**src/rtl/hub75_pkg.sv**
```systemverilog
// Shared constants, pixel layout, bus payload and FSM encoding for the HUB75 capture block.
package hub75_pkg;

    localparam int unsigned WIDTH          = 32;
    localparam int unsigned ROWS_PER_GROUP = 16;
    localparam int unsigned FRAME_W        = 32;
    localparam int unsigned FRAME_H        = 32;

    localparam int unsigned PIX_W = 3;
    localparam int unsigned PIX_R = 2;
    localparam int unsigned PIX_G = 1;
    localparam int unsigned PIX_B = 0;

    localparam int unsigned ROW_W   = 4;
    localparam int unsigned COL_W   = 5;
    localparam int unsigned CNT_W   = 6;
    localparam int unsigned CNT_MAX = 63;
    localparam int unsigned FB_AW   = 10;
    localparam int unsigned FC_W    = 16;

    localparam logic [0:0] ST_IDLE = 1'b0;
    localparam logic [0:0] ST_COPY = 1'b1;

    // One sample of the panel bus as seen by the receiver.
    typedef struct packed {
        logic             r1;
        logic             g1;
        logic             b1;
        logic             r2;
        logic             g2;
        logic             b2;
        logic [ROW_W-1:0] row_addr;
        logic             sclk;
        logic             lat;
        logic             oe;
    } hub_bus_t;

endpackage

```
**src/rtl/hub75_rx_fb.sv**
```systemverilog
// 1024x3 frame buffer, one write port and one synchronous read port; the write port
// stores a top/bottom pixel pair per address, so the array is kept as two half-frame banks.
module hub75_rx_fb
    import hub75_pkg::*;
(
    input  logic             clk,
    input  logic             reset_n,
    input  logic             we,
    input  logic [FB_AW-2:0] waddr,
    input  logic [PIX_W-1:0] wdata_top,
    input  logic [PIX_W-1:0] wdata_bot,
    input  logic [FB_AW-1:0] raddr,
    output logic [PIX_W-1:0] rdata
);

    localparam int unsigned HALF_DEPTH = FRAME_W * FRAME_H / 2;

    logic [PIX_W-1:0] mem_top [HALF_DEPTH];
    logic [PIX_W-1:0] mem_bot [HALF_DEPTH];

    always_ff @(posedge clk) begin
        if (we) begin
            mem_top[waddr] <= wdata_top;
            mem_bot[waddr] <= wdata_bot;
        end
    end

    // Registered read; a same-cycle write to the address returns the old contents.
    always_ff @(posedge clk or negedge reset_n) begin
        if (!reset_n) begin
            rdata <= '0;
        end else if (raddr[FB_AW-1]) begin
            rdata <= mem_bot[raddr[FB_AW-2:0]];
        end else begin
            rdata <= mem_top[raddr[FB_AW-2:0]];
        end
    end

endmodule

```
**src/rtl/hub75_rx_capture.sv**
```systemverilog
// HUB75 receiver: rebuilds the displayed 32x32 image from the panel bus with exact shift-register
// semantics. Define HUB75_RX_SYNC_EN to add a 2-flop synchronizer for an asynchronous panel bus.
module hub75_rx_capture
    import hub75_pkg::*;
(
    input  logic             clk,
    input  logic             reset_n,
    input  logic             hub_r1,
    input  logic             hub_g1,
    input  logic             hub_b1,
    input  logic             hub_r2,
    input  logic             hub_g2,
    input  logic             hub_b2,
    input  logic [ROW_W-1:0] hub_row_addr,
    input  logic             hub_clk,
    input  logic             hub_lat,
    input  logic             hub_oe,
    input  logic [FB_AW-1:0] rd_addr,
    output logic [PIX_W-1:0] rd_data,
    output logic             frame_done,
    output logic [FC_W-1:0]  frame_count,
    output logic [15:0]      lit_rows,
    output logic             err_short,
    output logic             err_drop
);

    localparam int unsigned SR_W = WIDTH * PIX_W;

    hub_bus_t hub_raw, hub_in, hub_q;
    logic     sclk_d, lat_d;

    assign hub_raw = {hub_r1, hub_g1, hub_b1, hub_r2, hub_g2, hub_b2,
                      hub_row_addr, hub_clk, hub_lat, hub_oe};

`ifdef HUB75_RX_SYNC_EN
    hub_bus_t sync_1, sync_2;

    always_ff @(posedge clk or negedge reset_n) begin
        if (!reset_n) begin
            sync_1 <= '0;
            sync_2 <= '0;
        end else begin
            sync_1 <= hub_raw;
            sync_2 <= sync_1;
        end
    end

    assign hub_in = sync_2;
`else
    assign hub_in = hub_raw;
`endif

    // Input register plus delayed copies of the two strobes for edge detection.
    always_ff @(posedge clk or negedge reset_n) begin
        if (!reset_n) begin
            hub_q  <= '0;
            sclk_d <= 1'b0;
            lat_d  <= 1'b0;
        end else begin
            hub_q  <= hub_in;
            sclk_d <= hub_q.sclk;
            lat_d  <= hub_q.lat;
        end
    end

    logic             sclk_rise, lat_rise;
    logic [PIX_W-1:0] pix_top, pix_bot;
    logic [SR_W-1:0]  sr_top, sr_bot, sr_top_nxt, sr_bot_nxt;
    logic [SR_W-1:0]  hold_top, hold_bot;
    logic [CNT_W-1:0] shift_cnt, shift_cnt_inc, cnt_nxt;

    assign sclk_rise = hub_q.sclk & ~sclk_d;
    assign lat_rise  = hub_q.lat & ~lat_d;

    // Newest pixel enters at column WIDTH-1; column 0 falls off the end.
    always_comb begin
        pix_top        = '0;
        pix_bot        = '0;
        pix_top[PIX_R] = hub_q.r1;
        pix_top[PIX_G] = hub_q.g1;
        pix_top[PIX_B] = hub_q.b1;
        pix_bot[PIX_R] = hub_q.r2;
        pix_bot[PIX_G] = hub_q.g2;
        pix_bot[PIX_B] = hub_q.b2;
        sr_top_nxt     = sr_top;
        sr_bot_nxt     = sr_bot;
        shift_cnt_inc  = shift_cnt;
        if (sclk_rise) begin
            sr_top_nxt = {pix_top, sr_top[SR_W-1:PIX_W]};
            sr_bot_nxt = {pix_bot, sr_bot[SR_W-1:PIX_W]};
            if (shift_cnt != CNT_W'(CNT_MAX)) begin
                shift_cnt_inc = shift_cnt + 1'b1;
            end
        end
    end

    logic [0:0]       state, state_nxt;
    logic [COL_W-1:0] step, step_nxt;
    logic [ROW_W-1:0] hold_row;
    logic             row_valid;
    logic             latch_acc, drop, done_nxt;

    always_ff @(posedge clk or negedge reset_n) begin
        if (!reset_n) begin
            state <= ST_IDLE;
            step  <= '0;
        end else begin
            state <= state_nxt;
            step  <= step_nxt;
        end
    end

    always_comb begin
        state_nxt = state;
        step_nxt  = step;
        cnt_nxt   = shift_cnt_inc;
        latch_acc = 1'b0;
        drop      = 1'b0;
        done_nxt  = 1'b0;
        case (state)
            ST_IDLE: begin
                if (lat_rise) begin
                    latch_acc = 1'b1;
                    cnt_nxt   = '0;
                    step_nxt  = '0;
                    state_nxt = ST_COPY;
                end
            end
            ST_COPY: begin
                step_nxt = step + 1'b1;
                drop     = lat_rise;
                // frame_done is registered, so it is raised one step early to coincide with the last write.
                if (step == COL_W'(WIDTH - 2) && hold_row == ROW_W'(ROWS_PER_GROUP - 1)) begin
                    done_nxt = 1'b1;
                end
                if (step == COL_W'(WIDTH - 1)) begin
                    state_nxt = ST_IDLE;
                end
            end
            default: state_nxt = ST_IDLE;
        endcase
    end

    always_ff @(posedge clk or negedge reset_n) begin
        if (!reset_n) begin
            shift_cnt   <= '0;
            hold_row    <= '0;
            row_valid   <= 1'b0;
            frame_done  <= 1'b0;
            frame_count <= '0;
            err_short   <= 1'b0;
            err_drop    <= 1'b0;
            lit_rows    <= '0;
        end else begin
            shift_cnt  <= cnt_nxt;
            frame_done <= done_nxt;
            if (done_nxt) begin
                frame_count <= frame_count + 1'b1;
            end
            if (latch_acc) begin
                hold_row  <= hub_q.row_addr;
                row_valid <= 1'b1;
                if (shift_cnt_inc != CNT_W'(WIDTH)) begin
                    err_short <= 1'b1;
                end
            end
            if (drop) begin
                err_drop <= 1'b1;
            end
            if (frame_done) begin
                lit_rows <= '0;
            end else if (row_valid && !hub_q.oe) begin
                lit_rows[hold_row] <= 1'b1;
            end
        end
    end

    // Shift and holding registers carry pixel data only and are left unreset.
    always_ff @(posedge clk) begin
        sr_top <= sr_top_nxt;
        sr_bot <= sr_bot_nxt;
        if (latch_acc) begin
            hold_top <= sr_top_nxt;
            hold_bot <= sr_bot_nxt;
        end
    end

    logic             fb_we;
    logic [FB_AW-2:0] fb_waddr;
    logic [PIX_W-1:0] fb_wtop, fb_wbot;

    assign fb_we    = (state == ST_COPY);
    assign fb_waddr = {hold_row, step};
    assign fb_wtop  = hold_top[PIX_W*step +: PIX_W];
    assign fb_wbot  = hold_bot[PIX_W*step +: PIX_W];

    hub75_rx_fb u_fb (
        .clk       (clk),
        .reset_n   (reset_n),
        .we        (fb_we),
        .waddr     (fb_waddr),
        .wdata_top (fb_wtop),
        .wdata_bot (fb_wbot),
        .raddr     (rd_addr),
        .rdata     (rd_data)
    );

endmodule

```
**config.mk**
```make
export PLATFORM = sky130hd
export DESIGN_NAME = hub75_rx_capture
export DESIGN_NICKNAME = d
export VERILOG_FILES = /design/src/rtl/hub75_pkg.sv /design/src/rtl/hub75_rx_fb.sv /design/src/rtl/hub75_rx_capture.sv
export SDC_FILE = /design/constraint.sdc
export NUM_CORES = 2
export LEC_CHECK = 0
export ABC_AREA = 1
export ABC_CLOCK_PERIOD_IN_PS = 33400
export BUFFER_PORTS_ARGS = -buffer_cell sky130_fd_sc_hd__buf_4
export CORE_MARGIN = 5
export CORE_UTILIZATION = 55
export CTS_CLUSTER_DIAMETER = 120
export DETAILED_ROUTE_END_ITERATION = 16
export PLACE_DENSITY_LB_ADDON = 0.15
export SYNTH_ARGS = -nofsm -noshare
export SYNTH_HDL_FRONTEND = slang
export SYNTH_SLANG_ARGS = --single-unit
```
**constraint.sdc**
```tcl
create_clock -name clk -period 33.4 [get_ports clk]
set_input_delay 1.67 -clock clk [delete_from_list [all_inputs] [get_ports clk]]
set_output_delay 1.67 -clock clk [all_outputs]
set_load 0.05 [all_outputs]
```
==> results.txt <==
number of global-route vias before repair: 90.32k
Root Driver: clkbuf_16
initial antenna violation count: 17
Critical Path RT: 34000 ps
drt total wl: 373700 µm
share of cells above drive strength 1: 6.176%
crit path kind: register to register
die area: 268400 µm²
Tot GR Track Use: 27.27%
max-slew violations: 0
vias: 93.14k
Site Rows: 186
cts bufs inserted: 366
hold_ws: 378.2 ps
crit path time final: 6838 ps
Fillers: 20.37k
synth unique cells: 40
status: finished clean
Longest Clk Path Bufs: 4
Port Buffer Count: 62
Gate Count Post-Synth: 12.17k
# IOs: 63
CP Launch Type: register
sequential cell area fraction in the yosys report: 72.98%
R2R depth: 13
post-DP HPWL: 201600 µm
Syn Area/Cell: 11.66 µm²
Yosys top cell by area: edfxtp_1
Post-CTS Resized: 0
Non-Filler Instances: 15.56k
Synth Area in Adders: 0.06170%
Chip Width: 518.1 µm
Worst slew margin: 10.61%
Via density: 5.985
WL/cell: 24.01 µm
H-tree depth: 5
largest net degree at the start of global routing: 205
worst path arrival time: 7440 ps
complex-gate fraction of the synthesized area: 0.8214%
# hold bufs at CTS: 0
Yosys warnings: 0
setup TNS: 0 ps
Crit Path Max Fanout: 178
Pwr Density: 83.84 nW/µm²
Initial Util: 55.25%
later-pin clock latency in the skew report: 990 ps
largest family of logic cells by synthesized area: simple AND/OR/NAND/NOR gates
Yosys top cell area share: 69.04%
# placed instances: 14.91k
antenna viol nets, final: 0
nets: 11.92k
P_leak: 54.78 nW
Max VDD drop: 0.1342 mV
Final Cell Area: 155000 µm²
Clock transition at path regs: 60 ps
Post-CTS Setup Bufs: 0
register bit total from synthesis: 3526
DR pass1 iterations: 6
synth top area cells: edfxtp_1 69%, nand3_1 11%, nand2_1 9.9%
RePlAce Congestion: 0.8437
critical path cell sequence: clkinv_2 -> buf_4 -> o21ai_0 -> o22ai_1 -> nand2_1 -> nand2_1 -> a221oi_1 -> a21oi_4 -> buf_4 -> buf_12 -> buf_4 -> buf_4 -> buf_4
maxcap violations: 0
Worst Hold Depth: 0
Core ar.: 256900 µm²
simple-gate share of the synthesized area: 22.63%
Core Util, Final: 60.34%
critical path capture point type: register
Crit path largest cell delay: 850 ps
multiplexer area fraction after synthesis: 0.01498%
initial DRC count: 10.64k
HP Class: register to register
slowest CP cell: buf_4
Overflow after GRT: 0
die height: 518.1 µm
Least-Margin Pin Slew: 1339 ps
fmax: 0.1463 GHz
CTS Sinks: 3526
RSZ-0062 raised after global routing: no
setup violators final: 0
first-pass GRT wire length: 562000 µm
Synth Cell Area: 142000 µm²
DRC: 0
post-route clock period utilization: 20.47%
Hold Violations, Final: 0
Placed Area: 143600 µm²
skew final: 74.66 ps
Syn-to-layout area delta: 9.206%
syn nets: 12.20k
Post-Synth XOR/XNOR Area: 0.1111%
CTS tree: yes
Worst path most repeated cell: buf_4
==> routing by layer <==
layer | track usage [%] | up-vias | part of all wire [%]
met1 | 38.24 | 45803 | 40
li1 | - | 42299 | -
met4 | 9.308 | 6 | 3.7
met5 | 0 | - | 0.011
met2 | 43.37 | 4369 | 47
met3 | 5.104 | 666 | 9.0
==> final timing paths <==
check                              start                    to  slack, ps
worst max-delay path             step[0]  u_fb.mem_top[317][2]      26560
worst min-delay path            hub_q[1]                 lat_d        380
worst max register to register   step[0]  u_fb.mem_top[317][2]      26560
worst min register to register  hub_q[1]                 lat_d        380
max in group asynchronous        reset_n               step[0]      31520
min in group asynchronous        reset_n         u_fb.rdata[0]        590
==> layout make-up <==
class,count,area (µm²),area share [%]
Sequential cell,3526,103600,66.83
Inverter,71,317.8,0.2050
Tap cell,3384,4234,2.731
Clock buffer,469,9856,6.357
Antenna cell,4,10.01,0.006457
Timing Repair Buffer,194,1698,1.095
Clock inverter,184,1543,0.9951
Multi-Input combinational cell,7732,33760,21.78
==> critical path: cells and delay by family (launching register included) <==
family          cells  cell delay [ps]
simple gates        2              170
compound gates      4              530
buf+inv             7             4820
flops               1              700
==> synthesized netlist by cell type (all sizes together) <==
cell,count
dfrtp,70
clkinv,4
nor4,2
mux2,1
dfxtp,192
nor3,7
nand2,3757
a221oi,6
o21bai,2
a22o,4
buf,590
nand4,6
o21ai,120
xor2,14
xnor2,4
clkbuf,251
inv,67
nand3,3075
a211oi,5
nor2,648
mux2i,1
edfxtp,3264
a21oi,25
o22ai,48
ha,7
==> report_power, final <==
group / internal, mW / total [mW] / switching (mW)
logic: 0.304 / 2.65 / 2.35
clock network: 2.26 / 3.90 / 1.64
registers: 6.39 / 6.44 / 0.0583
total: 8.95 / 13.0 / 4.05
==> registers in the layout (all words and copies together) (netlist names) <==
| name | flops |
|---|---|
| u_fb.mem_bot | 1536 |
| row_valid | 1 |
| err_drop | 1 |
| hold_bot | 96 |
| u_fb.rdata | 3 |
| sr_bot | 96 |
| hold_top | 96 |
| sr_top | 96 |
| frame_count | 16 |
| frame_done | 1 |
| fb_we | 1 |
| err_short | 1 |
| u_fb.mem_top | 1536 |
| hold_row | 4 |
| shift_cnt | 6 |
| lat_d | 1 |
| step | 5 |
| lit_rows | 16 |
| hub_q | 13 |
| sclk_d | 1 |
==> kinds of logic after synthesis <==
group,count (synthesis)
compound gates,210
xor+xnor,18
fa+ha+maj,7
buf+inv,912
flops,3526
mux,2
simple gates,7495
==> cell usage in the layout, fill, tap and decap left out, types with 5 or more instances in the layout <==
master      instances
dfrtp_1            68
clkbuf_16         374
nand2_1          3737
a21oi_4             5
dfxtp_1           192
clkinvlp_4         15
a221oi_1            6
o22ai_1            48
a211oi_1            5
ha_1                7
o21ai_0           119
inv_1              57
clkinv_1           71
nor2_1            641
clkinv_2           66
edfxtp_1         3264
buf_12             17
nand3_1          3073
nand2_4            18
inv_6               5
nand4_1             5
buf_4             173
bufinv_16          24
clkbuf_8           15
nor3_1              5
clkbuf_1           81
a21oi_1            20
xor2_1             14
==> metrics by stage <==
stage | power [mW] | worst slack [ps]
CTS | 13.05 | 26460
detailed placement | 9.187 | 26090
floorplan | 9.114 | 8059
finish | 13.00 | 26560
global route | 13.43 | 26090
global placement | 9.141 | 26100
Note: power is estimated with default switching activity, not from simulation.
